## config.mk

```make
export PLATFORM = sky130hd
export DESIGN_NAME = ssegment_scan
export DESIGN_NICKNAME = d
export VERILOG_FILES = /design/src/rtl/ssegment_scan.sv
export SDC_FILE = /design/constraint.sdc
export NUM_CORES = 1
export LEC_CHECK = 0
export ABC_CLOCK_PERIOD_IN_PS = 3900
export CAP_MARGIN = 20
export CORE_MARGIN = 2
export CORE_UTILIZATION = 55
export DETAILED_ROUTE_END_ITERATION = 10
export MAX_ROUTING_LAYER = met4
export PLACE_DENSITY = 0.76
export SLEW_MARGIN = 20
export SYNTH_ARGS = -nofsm -noshare
export SYNTH_HDL_FRONTEND = slang
export SYNTH_SLANG_ARGS = --single-unit
```

## constraint.sdc

```tcl
create_clock -name clk -period 3.9 [get_ports clk]
set_clock_uncertainty 0.1 [all_clocks]
set_input_delay 0.78 -clock clk [delete_from_list [all_inputs] [get_ports clk]]
set_output_delay 0.78 -clock clk [all_outputs]
set_load 0.005 [all_outputs]
```

## src/rtl/ssegment_scan.sv

```systemverilog
// ssegment_scan: converts an unsigned binary value to BCD with a serial double-dabble
// engine and drives a multiplexed, active-low seven-segment display.
// Optional feature: define LEAD_ZERO_BLANK_EN to blank leading zero digits (digit 0 is
// never blanked, and the overflow dash pattern is unaffected).

module ssegment_scan #(
  parameter int unsigned DATA_W   = 6,
  parameter int unsigned DIGITS   = 2,
  parameter int unsigned SCAN_DIV = 50000
) (
  input  logic              clk,
  input  logic              reset,
  input  logic [DATA_W-1:0] data_in,
  input  logic              load,
  output logic [6:0]        seg,
  output logic [DIGITS-1:0] an,
  output logic              busy,
  output logic              ovf
);

  localparam int unsigned BcdW = 4 * DIGITS;
  localparam int unsigned CntW = $clog2(DATA_W + 1);
  localparam int unsigned PreW = $clog2(SCAN_DIV);
  localparam int unsigned IdxW = (DIGITS > 1) ? $clog2(DIGITS) : 1;

  localparam logic [6:0] SegZero  = 7'b0000001;
  localparam logic [6:0] SegBlank = 7'b1111111;
  localparam logic [6:0] SegDash  = 7'b1111110;

  typedef enum logic {
    StIdle,
    StConv
  } state_e;

  // Conversion engine state
  state_e            r_state;
  state_e            w_state_next;
  logic [DATA_W-1:0] r_bin;
  logic [BcdW-1:0]   r_bcd;
  logic [CntW-1:0]   r_cnt;
  logic              r_ovf_acc;

  // Display and scan state
  logic [BcdW-1:0]   r_disp;
  logic              r_ovf;
  logic [PreW-1:0]   r_pre;
  logic [IdxW-1:0]   r_idx;
  logic [6:0]        r_seg;
  logic [DIGITS-1:0] r_an;

  // Combinational helpers
  logic [BcdW-1:0]   w_adj;
  logic [BcdW-1:0]   w_bcd_step;
  logic              w_carry;
  logic [DATA_W-1:0] w_bin_step;
  logic              w_last;
  logic              w_done;
  logic [BcdW-1:0]   w_disp_next;
  logic              w_ovf_next;
  logic              w_pre_tc;
  logic [PreW-1:0]   w_pre_next;
  logic [IdxW-1:0]   w_idx_next;
  logic [3:0]        w_digit;
  logic              w_sel_blank;
  logic [6:0]        w_seg_next;
  logic [DIGITS-1:0] w_an_next;

  // Seven-segment code for one BCD digit; non-decimal nibbles cannot occur and show blank.
  function automatic logic [6:0] seg_code(input logic [3:0] d);
    logic [6:0] c;
    case (d)
      4'd0:    c = 7'b0000001;
      4'd1:    c = 7'b1001111;
      4'd2:    c = 7'b0010010;
      4'd3:    c = 7'b0000110;
      4'd4:    c = 7'b1001100;
      4'd5:    c = 7'b0100100;
      4'd6:    c = 7'b0100000;
      4'd7:    c = 7'b0001111;
      4'd8:    c = 7'b0000000;
      4'd9:    c = 7'b0000100;
      default: c = 7'b1111111;
    endcase
    return c;
  endfunction

  // One double-dabble step: add 3 to each nibble >= 5, then shift in the next binary MSB.
  // The bit shifted out of the top nibble is a carry into a digit we do not hold.
  always_comb begin
    w_adj = r_bcd;
    for (int i = 0; i < int'(DIGITS); i++) begin
      if (r_bcd[4*i +: 4] >= 4'd5) begin
        w_adj[4*i +: 4] = r_bcd[4*i +: 4] + 4'd3;
      end
    end
    w_bcd_step = {w_adj[BcdW-2:0], r_bin[DATA_W-1]};
    w_carry    = w_adj[BcdW-1];
    w_bin_step = r_bin << 1;
  end

  // FSM next state: IDLE waits for load, CONV runs exactly DATA_W steps.
  always_comb begin
    w_state_next = r_state;
    w_last       = (r_cnt == CntW'(DATA_W - 1));
    w_done       = 1'b0;
    unique case (r_state)
      StIdle: begin
        if (load) begin
          w_state_next = StConv;
        end
      end
      StConv: begin
        if (w_last) begin
          w_state_next = StIdle;
          w_done       = 1'b1;
        end
      end
      default: w_state_next = StIdle;
    endcase
  end

  // Display and overflow take the final step result on the same edge that leaves CONV.
  always_comb begin
    w_disp_next = r_disp;
    w_ovf_next  = r_ovf;
    if (w_done) begin
      w_disp_next = w_bcd_step;
      w_ovf_next  = r_ovf_acc | w_carry;
    end
  end

  // FSM state register
  always_ff @(posedge clk or posedge reset) begin
    if (reset) begin
      r_state <= StIdle;
    end else begin
      r_state <= w_state_next;
    end
  end

  // Conversion datapath; load is only honoured in IDLE so an in-flight conversion is safe.
  always_ff @(posedge clk or posedge reset) begin
    if (reset) begin
      r_bin     <= '0;
      r_bcd     <= '0;
      r_cnt     <= '0;
      r_ovf_acc <= 1'b0;
    end else if (r_state == StIdle) begin
      if (load) begin
        r_bin     <= data_in;
        r_bcd     <= '0;
        r_cnt     <= '0;
        r_ovf_acc <= 1'b0;
      end
    end else begin
      r_bin     <= w_bin_step;
      r_bcd     <= w_bcd_step;
      r_cnt     <= r_cnt + CntW'(1);
      r_ovf_acc <= r_ovf_acc | w_carry;
    end
  end

  // Display register and overflow flag
  always_ff @(posedge clk or posedge reset) begin
    if (reset) begin
      r_disp <= '0;
      r_ovf  <= 1'b0;
    end else begin
      r_disp <= w_disp_next;
      r_ovf  <= w_ovf_next;
    end
  end

  // Prescaler and digit index; with DIGITS=1 the wrap compare keeps the index at 0.
  always_comb begin
    w_pre_tc   = (r_pre == PreW'(SCAN_DIV - 1));
    w_pre_next = w_pre_tc ? '0 : r_pre + PreW'(1);
    w_idx_next = r_idx;
    if (w_pre_tc) begin
      w_idx_next = (r_idx == IdxW'(DIGITS - 1)) ? '0 : r_idx + IdxW'(1);
    end
  end

`ifdef LEAD_ZERO_BLANK_EN
  logic [DIGITS-1:0] w_blank;

  // A digit is blank when it and every higher digit are zero; digit 0 always shows.
  always_comb begin
    logic v_higher_zero;
    w_blank       = '0;
    v_higher_zero = 1'b1;
    for (int i = int'(DIGITS) - 1; i >= 0; i--) begin
      v_higher_zero = v_higher_zero & (w_disp_next[4*i +: 4] == 4'd0);
      if (i != 0) begin
        w_blank[i] = v_higher_zero;
      end
    end
  end
`endif

  // Select the digit for the upcoming scan slot so seg/an track index and display exactly.
  always_comb begin
    w_digit     = 4'd0;
    w_sel_blank = 1'b0;
    for (int i = 0; i < int'(DIGITS); i++) begin
      if (IdxW'(i) == w_idx_next) begin
        w_digit = w_disp_next[4*i +: 4];
`ifdef LEAD_ZERO_BLANK_EN
        w_sel_blank = w_blank[i];
`endif
      end
    end
    if (w_ovf_next) begin
      w_seg_next = SegDash;
    end else if (w_sel_blank) begin
      w_seg_next = SegBlank;
    end else begin
      w_seg_next = seg_code(w_digit);
    end
    w_an_next = ~(DIGITS'(1) << w_idx_next);
  end

  // Scan counters and registered display outputs
  always_ff @(posedge clk or posedge reset) begin
    if (reset) begin
      r_pre <= '0;
      r_idx <= '0;
      r_seg <= SegZero;
      r_an  <= ~DIGITS'(1);
    end else begin
      r_pre <= w_pre_next;
      r_idx <= w_idx_next;
      r_seg <= w_seg_next;
      r_an  <= w_an_next;
    end
  end

  assign seg  = r_seg;
  assign an   = r_an;
  assign busy = (r_state == StConv);
  assign ovf  = r_ovf;

endmodule

```

==> results.toml, run 1 <==
[run_status]
status = "complete, no violations"

[place]
placedCellCount = 331
port_buffers = 19
place.gp.congestion = 0.8891
hpwl_um = 3187

[clock_tree]
clock_sinks = 53
cts.repair.resized = 0
cts.path.max_buffers = 2
path_clk_slew_ns = 0.10
cts_hold_buf = 0
clkLatencyLatePin_ns = 0.31
tritoncts = "yes"
cts_made_buffers = 5
cts_max_level = 2
postCtsSetupBuffers = 0
cts_root_buf = "clkbuf_8"

[synthesis]
netlist_area_sq_mm = 0.002680
async_flop_share_pct = 100.0
yosys.area.top_type = "dfrtp_1"
ys_seq_area_share_pct = 49.58
yosys.area.top_type_share_pct = 47.62
synth_edf_count = 0
synthMostInstantiatedCell = "dfrtp_1"
syn_area_per_cell_sq_um = 10.64
yosysWarnings = 0
yosysUniqueCellTypes = 43
syn_nets = 275
ys.flop_type = "dfrtp_1"
synth_common_cells = "dfrtp_1 (51), nand2_1 (28), o21ai_0 (18)"
yosys-top-cells-area = "dfrtp_1 (48%), ha_1 (6.5%), nand2_1 (3.9%)"
ys_seq_elements = 53
syn_inst = 252

[timing]
setup_viol = 0
relSlewSlack_pct = 41.57
rsz0062_at_grt = "false"
setup_tns_ns = 0
hold_violations = 0
fin_crit_sh_pct = 76.20
holdWs_ns = 0.3858
period_needed_ns = 2.972
worstMarginPinSlew_ns = 0.8755
fmax_mhz = 336.5
report.final.slew_viol_count = 0

[setup_path]
worstPathMaxFanout = 10
cp_slowest_cell = "mux4_1"
critPathBufInv = 1
crit_chain = "ha_1 > and3_1 > and4_1 > xnor2_4 > mux4_1 > inv_1 > ha_1 > and3_1 > o31ai_1"
critPathMaxStageDelay_ns = 0.50
critPathRequiredTime_ns = 4.02
cp-start-kind = "flip-flop"
cp-end-kind = "flip-flop"
crit_family = "simple AND/OR/NAND/NOR gates"
arrival_ns = 3.09
critPathKind = "flip-flop to flip-flop"

[final_layout]
drive_gt1_share_pct = 11.40
area_growth_pct = 13.31
stdcell_count = 339
final_util_pct = 64.29
nets = 294
diodes = 0

[power_and_ir_drop]
power-per-cell-area_mw_per_mm2 = 723.4
p_seq_share_pct = 37.9
p_sw_share_pct = 37.27
p_comb_share_pct = 44.9
p_sw_uw = 818.7
finalPower_mw = 2.197
peakVddDrop_v = 0.0003932
clkPwrFrac_pct = 17.2
power_leakage_nw = 1.363
intPower_mw = 1.378

[route]
viasPerCell = 5.383
drc = 0
dr.pass1.iters = 4
vias = 1825
totalWireLength_um = 4559
wl_per_cell_um = 13.45
drt_iter0_drc = 57
ant_nets = 0

[global_route]
grt_max_degree = 54
overflow = 0
antenna_found_initial = 0
grt_usage_pct = 20.29
grt_first_pass_wirelength_um = 8066
grt_pass1_vias = 1746

[min_path]
hold_class = "flip-flop to flip-flop"

[job]
cap_violations = 0

[floorplanning]
boundaryPins = 20
die_h_um = 73.81
dieArea_sq_mm = 0.005447
rows = 25
start_util_pct = 56.74
die_width_um = 73.81
core_area_sq_mm = 0.004723
[final timing paths]
check / startpoint / endpoint / slack (ns) / depth (start not counted)
setup / recovery: r_pre[0]$_DFF_PP0_ / seg[3]$_DFF_PP0_ / 0.93 / 9
setup reg to reg: r_pre[0]$_DFF_PP0_ / seg[3]$_DFF_PP0_ / 0.93 / 9
max in group asynchronous: reset / seg[4]$_DFF_PP0_ / 2.33 / 2
min in group asynchronous: reset / r_pre[7]$_DFF_PP0_ / 0.85 / 2
hold / removal: r_pre[0]$_DFF_PP0_ / r_pre[0]$_DFF_PP0_ / 0.39 / 1
hold reg to reg: r_pre[0]$_DFF_PP0_ / r_pre[0]$_DFF_PP0_ / 0.39 / 1
[final cells by class]
class                   count  area, sq um
fillers                   380         1687
flip-flops and latches     53         1329
multi-input cells         176         1254
repair buffers             20        197.7
well taps                  67        83.83
clock buffers               5        68.82
inverters                  15        57.56
clock inverters             3        46.29
[per-stage QoR]
stage	cell area [sq um]	setup slack, ns
global route	3037	0.6521
detailed placement	2920	0.9419
global placement	2920	1.030
finish	3037	0.9282
CTS	3035	0.9159
floorplan	2680	1.212
[sequential cells by signal, indices dropped and copies added, names as in the netlist]
register	cells
an	2
busy	1
r_ovf_acc	1
seg	7
r_bin	6
r_bcd	8
r_pre	16
ovf	1
r_cnt	3
r_disp	8
[worst register-to-register path: stages (launching register included)]
cell and delay [ns]:
dfrtp_1 0.39, ha_1 0.19, and3_1 0.24, and4_1 0.49, xnor2_4 0.23, mux4_1 0.50, inv_1 0.17, ha_1 0.25
and3_1 0.15, o31ai_1 0.18
[layout by cell type (no fill, tap or decap), types with 3 or more instances in the layout]
master / count
nand2_1: 28
nor2_1: 16
inv_1: 14
xnor2_1: 9
and3_1: 3
a211oi_1: 3
nor3_1: 8
o31ai_1: 9
mux2i_1: 8
clkdlybuf4s50_1: 19
xor2_1: 7
a31o_2: 3
mux2_2: 6
clkbuf_8: 5
a21oi_1: 7
nand2b_1: 3
dfrtp_1: 51
nand3_1: 8
o21ai_0: 18
ha_1: 14
[routing by layer]
layer  wire length [um]  GRT usage, %  share of wire, %
met5                  0             -                 0
met3                120         4.527               2.6
met2               2159         31.25                47
met1               2215         26.70                49
met4                 63         6.667               1.4
[power by group through the flow]
| stage | sequential (mW) | clock, mW | combinational (mW) |
|---|---|---|---|
| 5_1_grt | 0.856 | 0.417 | 1.12 |
| 2_1_floorplan | 0.824 | 0 | 0.727 |
| 3_5_place_dp | 0.842 | 0 | 0.989 |
| 3_3_place_gp | 0.834 | 0 | 0.961 |
| 6_report | 0.832 | 0.378 | 0.986 |
| 4_1_cts | 0.833 | 0.391 | 0.996 |
[cell families after synthesis]
| kind of cell | count (synthesis) | share of synthesized area, % |
|---|---|---|
| buffers and inverters | 23 | 3.641 |
| AO/OA/AOI/OAI | 47 | 11.02 |
| flip-flops | 53 | 49.58 |
| XOR/XNOR | 17 | 6.256 |
| adder cells (fa/ha/maj) | 14 | 6.536 |
| multiplexers | 17 | 7.563 |
| AND/OR/NAND/NOR | 81 | 15.41 |
(Power assumes the default switching activity.)
==> inputs of run 2 (changes only) <==
--- a/config.mk
+++ b/config.mk
@@ -5,13 +5,13 @@
 export SDC_FILE = /design/constraint.sdc
 export NUM_CORES = 1
 export LEC_CHECK = 0
-export ABC_CLOCK_PERIOD_IN_PS = 3900
+export ABC_CLOCK_PERIOD_IN_PS = 2380
 export CAP_MARGIN = 20
 export CORE_MARGIN = 2
-export CORE_UTILIZATION = 55
+export CORE_UTILIZATION = 52
 export DETAILED_ROUTE_END_ITERATION = 10
 export MAX_ROUTING_LAYER = met4
-export PLACE_DENSITY = 0.76
+export PLACE_DENSITY = 0.75
 export SLEW_MARGIN = 20
 export SYNTH_ARGS = -nofsm -noshare
 export SYNTH_HDL_FRONTEND = slang
==> constraint.sdc (replaced) <==
create_clock -name clk -period 2.38 [get_ports clk]
set_clock_uncertainty 0.1 [all_clocks]
set_input_delay 0.476 -clock clk [delete_from_list [all_inputs] [get_ports clk]]
set_output_delay 0.476 -clock clk [all_outputs]
set_load 0.005 [all_outputs]
==> run 2 against run 1 <==
Maximum frequency increased by 22%. Critical path type unchanged. Largest cell class is now multi-input combinational cells. Flip-flop and latch count unchanged. Die area is 5.5% higher. Critical endpoint unchanged. The flow now finishes with violations (negative setup slack).
==> results.toml, run 2 (synthesis results as in run 1) <==
[run_status]
status = "complete, but fails checks"
violations = "negative setup slack"

[power_and_ir_drop]
power_leakage_nw = 1.645
intPower_mw = 2.721
p_comb_share_pct = 57.2
p_sw_share_pct = 38.50
clkPwrFrac_pct = 11.6
power-per-cell-area_mw_per_mm2 = 1221
peakVddDrop_v = 0.001138
p_sw_mw = 1.703
finalPower_mw = 4.425
p_seq_share_pct = 31.2

[final_layout]
fillCellCount = 365
final_common_cell = "buf_4"
diodes = 0
finish.instance_area_sq_mm = 0.003625
top_register = "r_pre"
nets = 348
stdcell_count = 396
reg_top3 = "r_pre: 16 flops, r_bcd: 8 flops, r_disp: 8 flops"
final_cell_mix = "buf_4 (52), dfrtp_1 (51), nand2_1 (28)"
largest_register_ffs = 16
drive_gt1_share_pct = 34.97
area_growth_pct = 35.25
final_util_pct = 71.89

[route]
ant_nets = 0
vias = 2096
wl_per_cell_um = 14.88
viasPerCell = 5.293
dr.pass1.iters = 5
drc = 0
totalWireLength_um = 5891
drt_iter0_drc = 91

[clock_tree]
clock_sinks = 53
cts_hold_buf = 0
path_clk_slew_ns = 0.10
cts_root_buf = "clkbuf_8"
tritoncts = "yes"
cts.path.max_buffers = 2
cts_made_buffers = 5
clkLatencyLatePin_ns = 0.31
cts_max_level = 2

[timing]
setup_tns_ns = -0.1605
relSlewSlack_pct = 63.02
finalWorstSetupSlack_ns = -0.05143
fmax_mhz = 411.3
fin_crit_sh_pct = 102.2
report.final.slew_viol_count = 0
setup_viol = 6
holdWs_ns = 0.3991
period_needed_ns = 2.431
worstMarginPinSlew_ns = 0.5514
rsz0062_at_grt = "true"
hold_violations = 0

[setup_path]
startpoint = "r_pre[1]$_DFF_PP0_"
critPathRequiredTime_ns = 2.50
cp-end-kind = "flip-flop"
critPathKind = "flip-flop to flip-flop"
reg2reg_to = "seg[3]$_DFF_PP0_"
crit_end = "seg[3]$_DFF_PP0_"
r2r_cells = 9
reg2reg_slack_ns = -0.05
cp-start-kind = "flip-flop"
r2r_start = "r_pre[1]$_DFF_PP0_"
arrival_ns = 2.55
worstPathMaxFanout = 5

[floorplanning]
boundaryPins = 20
dieArea_sq_mm = 0.005744
start_util_pct = 53.15
die_width_um = 75.79
core_area_sq_mm = 0.005042
rows = 26
die_h_um = 75.79

[global_route]
antenna_found_initial = 0
grt_max_degree = 25
grt_usage_pct = 22.88
overflow = 0
grt_pass1_vias = 2049
grt_first_pass_wirelength_um = 9515

[place]
placedCellCount = 383
pre_cts_ws_ns = -0.1099
hpwl_um = 4115
port_buffers = 19
placed_area_sq_mm = 0.003324
place.gp.congestion = 0.8532

[job]
cap_violations = 0

[min_path]
hold_class = "flip-flop to flip-flop"
[run 2: cell types whose count changed in the layout (fill, tap and decap cells not counted), sizes merged]
cell      delta
clkinv       +1
buf         +54
clkinvlp     -1
inv          +1
bufinv       -1
[run 2: how the worst min path moves through the flow]
stage                              start              endpoint  slack, ns  depth (start not counted)
floorplan           r_bin[0]$_DFFE_PP0P_  r_bin[1]$_DFFE_PP0P_       0.35                          2
global placement    r_bin[3]$_DFFE_PP0P_  r_bin[4]$_DFFE_PP0P_       0.37                          2
detailed placement  r_bin[4]$_DFFE_PP0P_  r_bin[5]$_DFFE_PP0P_       0.39                          2
CTS                 r_bin[4]$_DFFE_PP0P_  r_bin[5]$_DFFE_PP0P_       0.41                          2
global route        r_bin[2]$_DFFE_PP0P_  r_bin[3]$_DFFE_PP0P_       0.45                          2
finish              r_bin[4]$_DFFE_PP0P_  r_bin[5]$_DFFE_PP0P_       0.40                          2
[run 2: layout make-up]
type	instances	area (sq um)	share of cell area, %
sequential	53	1329	36.66
tap	70	87.58	2.416
multi-input combinational	176	1435	39.59
clock buffer	5	68.82	1.899
clock inverter	3	22.52	0.6213
inverter	15	58.81	1.622
timing repair buffer	74	623.1	17.19
[run 2: worst max-delay path: stages, from the launching register on]
cell and delay, ns:
dfrtp_1 0.41, ha_2 0.19, and3_4 0.18, and4_4 0.19, xnor2_4 0.20, mux4_2 0.42, inv_2 0.12, ha_4 0.21
and3_4 0.15, o31ai_2 0.18
[run 2: layer usage]
layer	vias to the layer above	wire [um]	global-route usage, %
met4	0	53	7.018
met1	1031	2489	28.29
met5	-	0	-
li1	1020	-	-
met3	4	176	4.101
met2	41	3171	38.22
[run 2: power groups by stage]
stage                     Combinational (mW)  Clock, mW  Sequential [mW]
after floorplan                         1.23          0             1.35
after global routing                    2.75      0.568             1.41
after CTS                               2.30      0.525             1.37
after detailed placement                2.10          0             1.37
after global placement                  2.05          0             1.36
final                                   2.53      0.513             1.38
[run 2: timing repair]
action / in CTS / in global routing
pin swaps: 5 / 2
hold endpoints to repair: 0 / 0
gates resized for setup: 21 / 16
buffers inserted: 3 / 2
setup endpoints to repair: 7 / 7
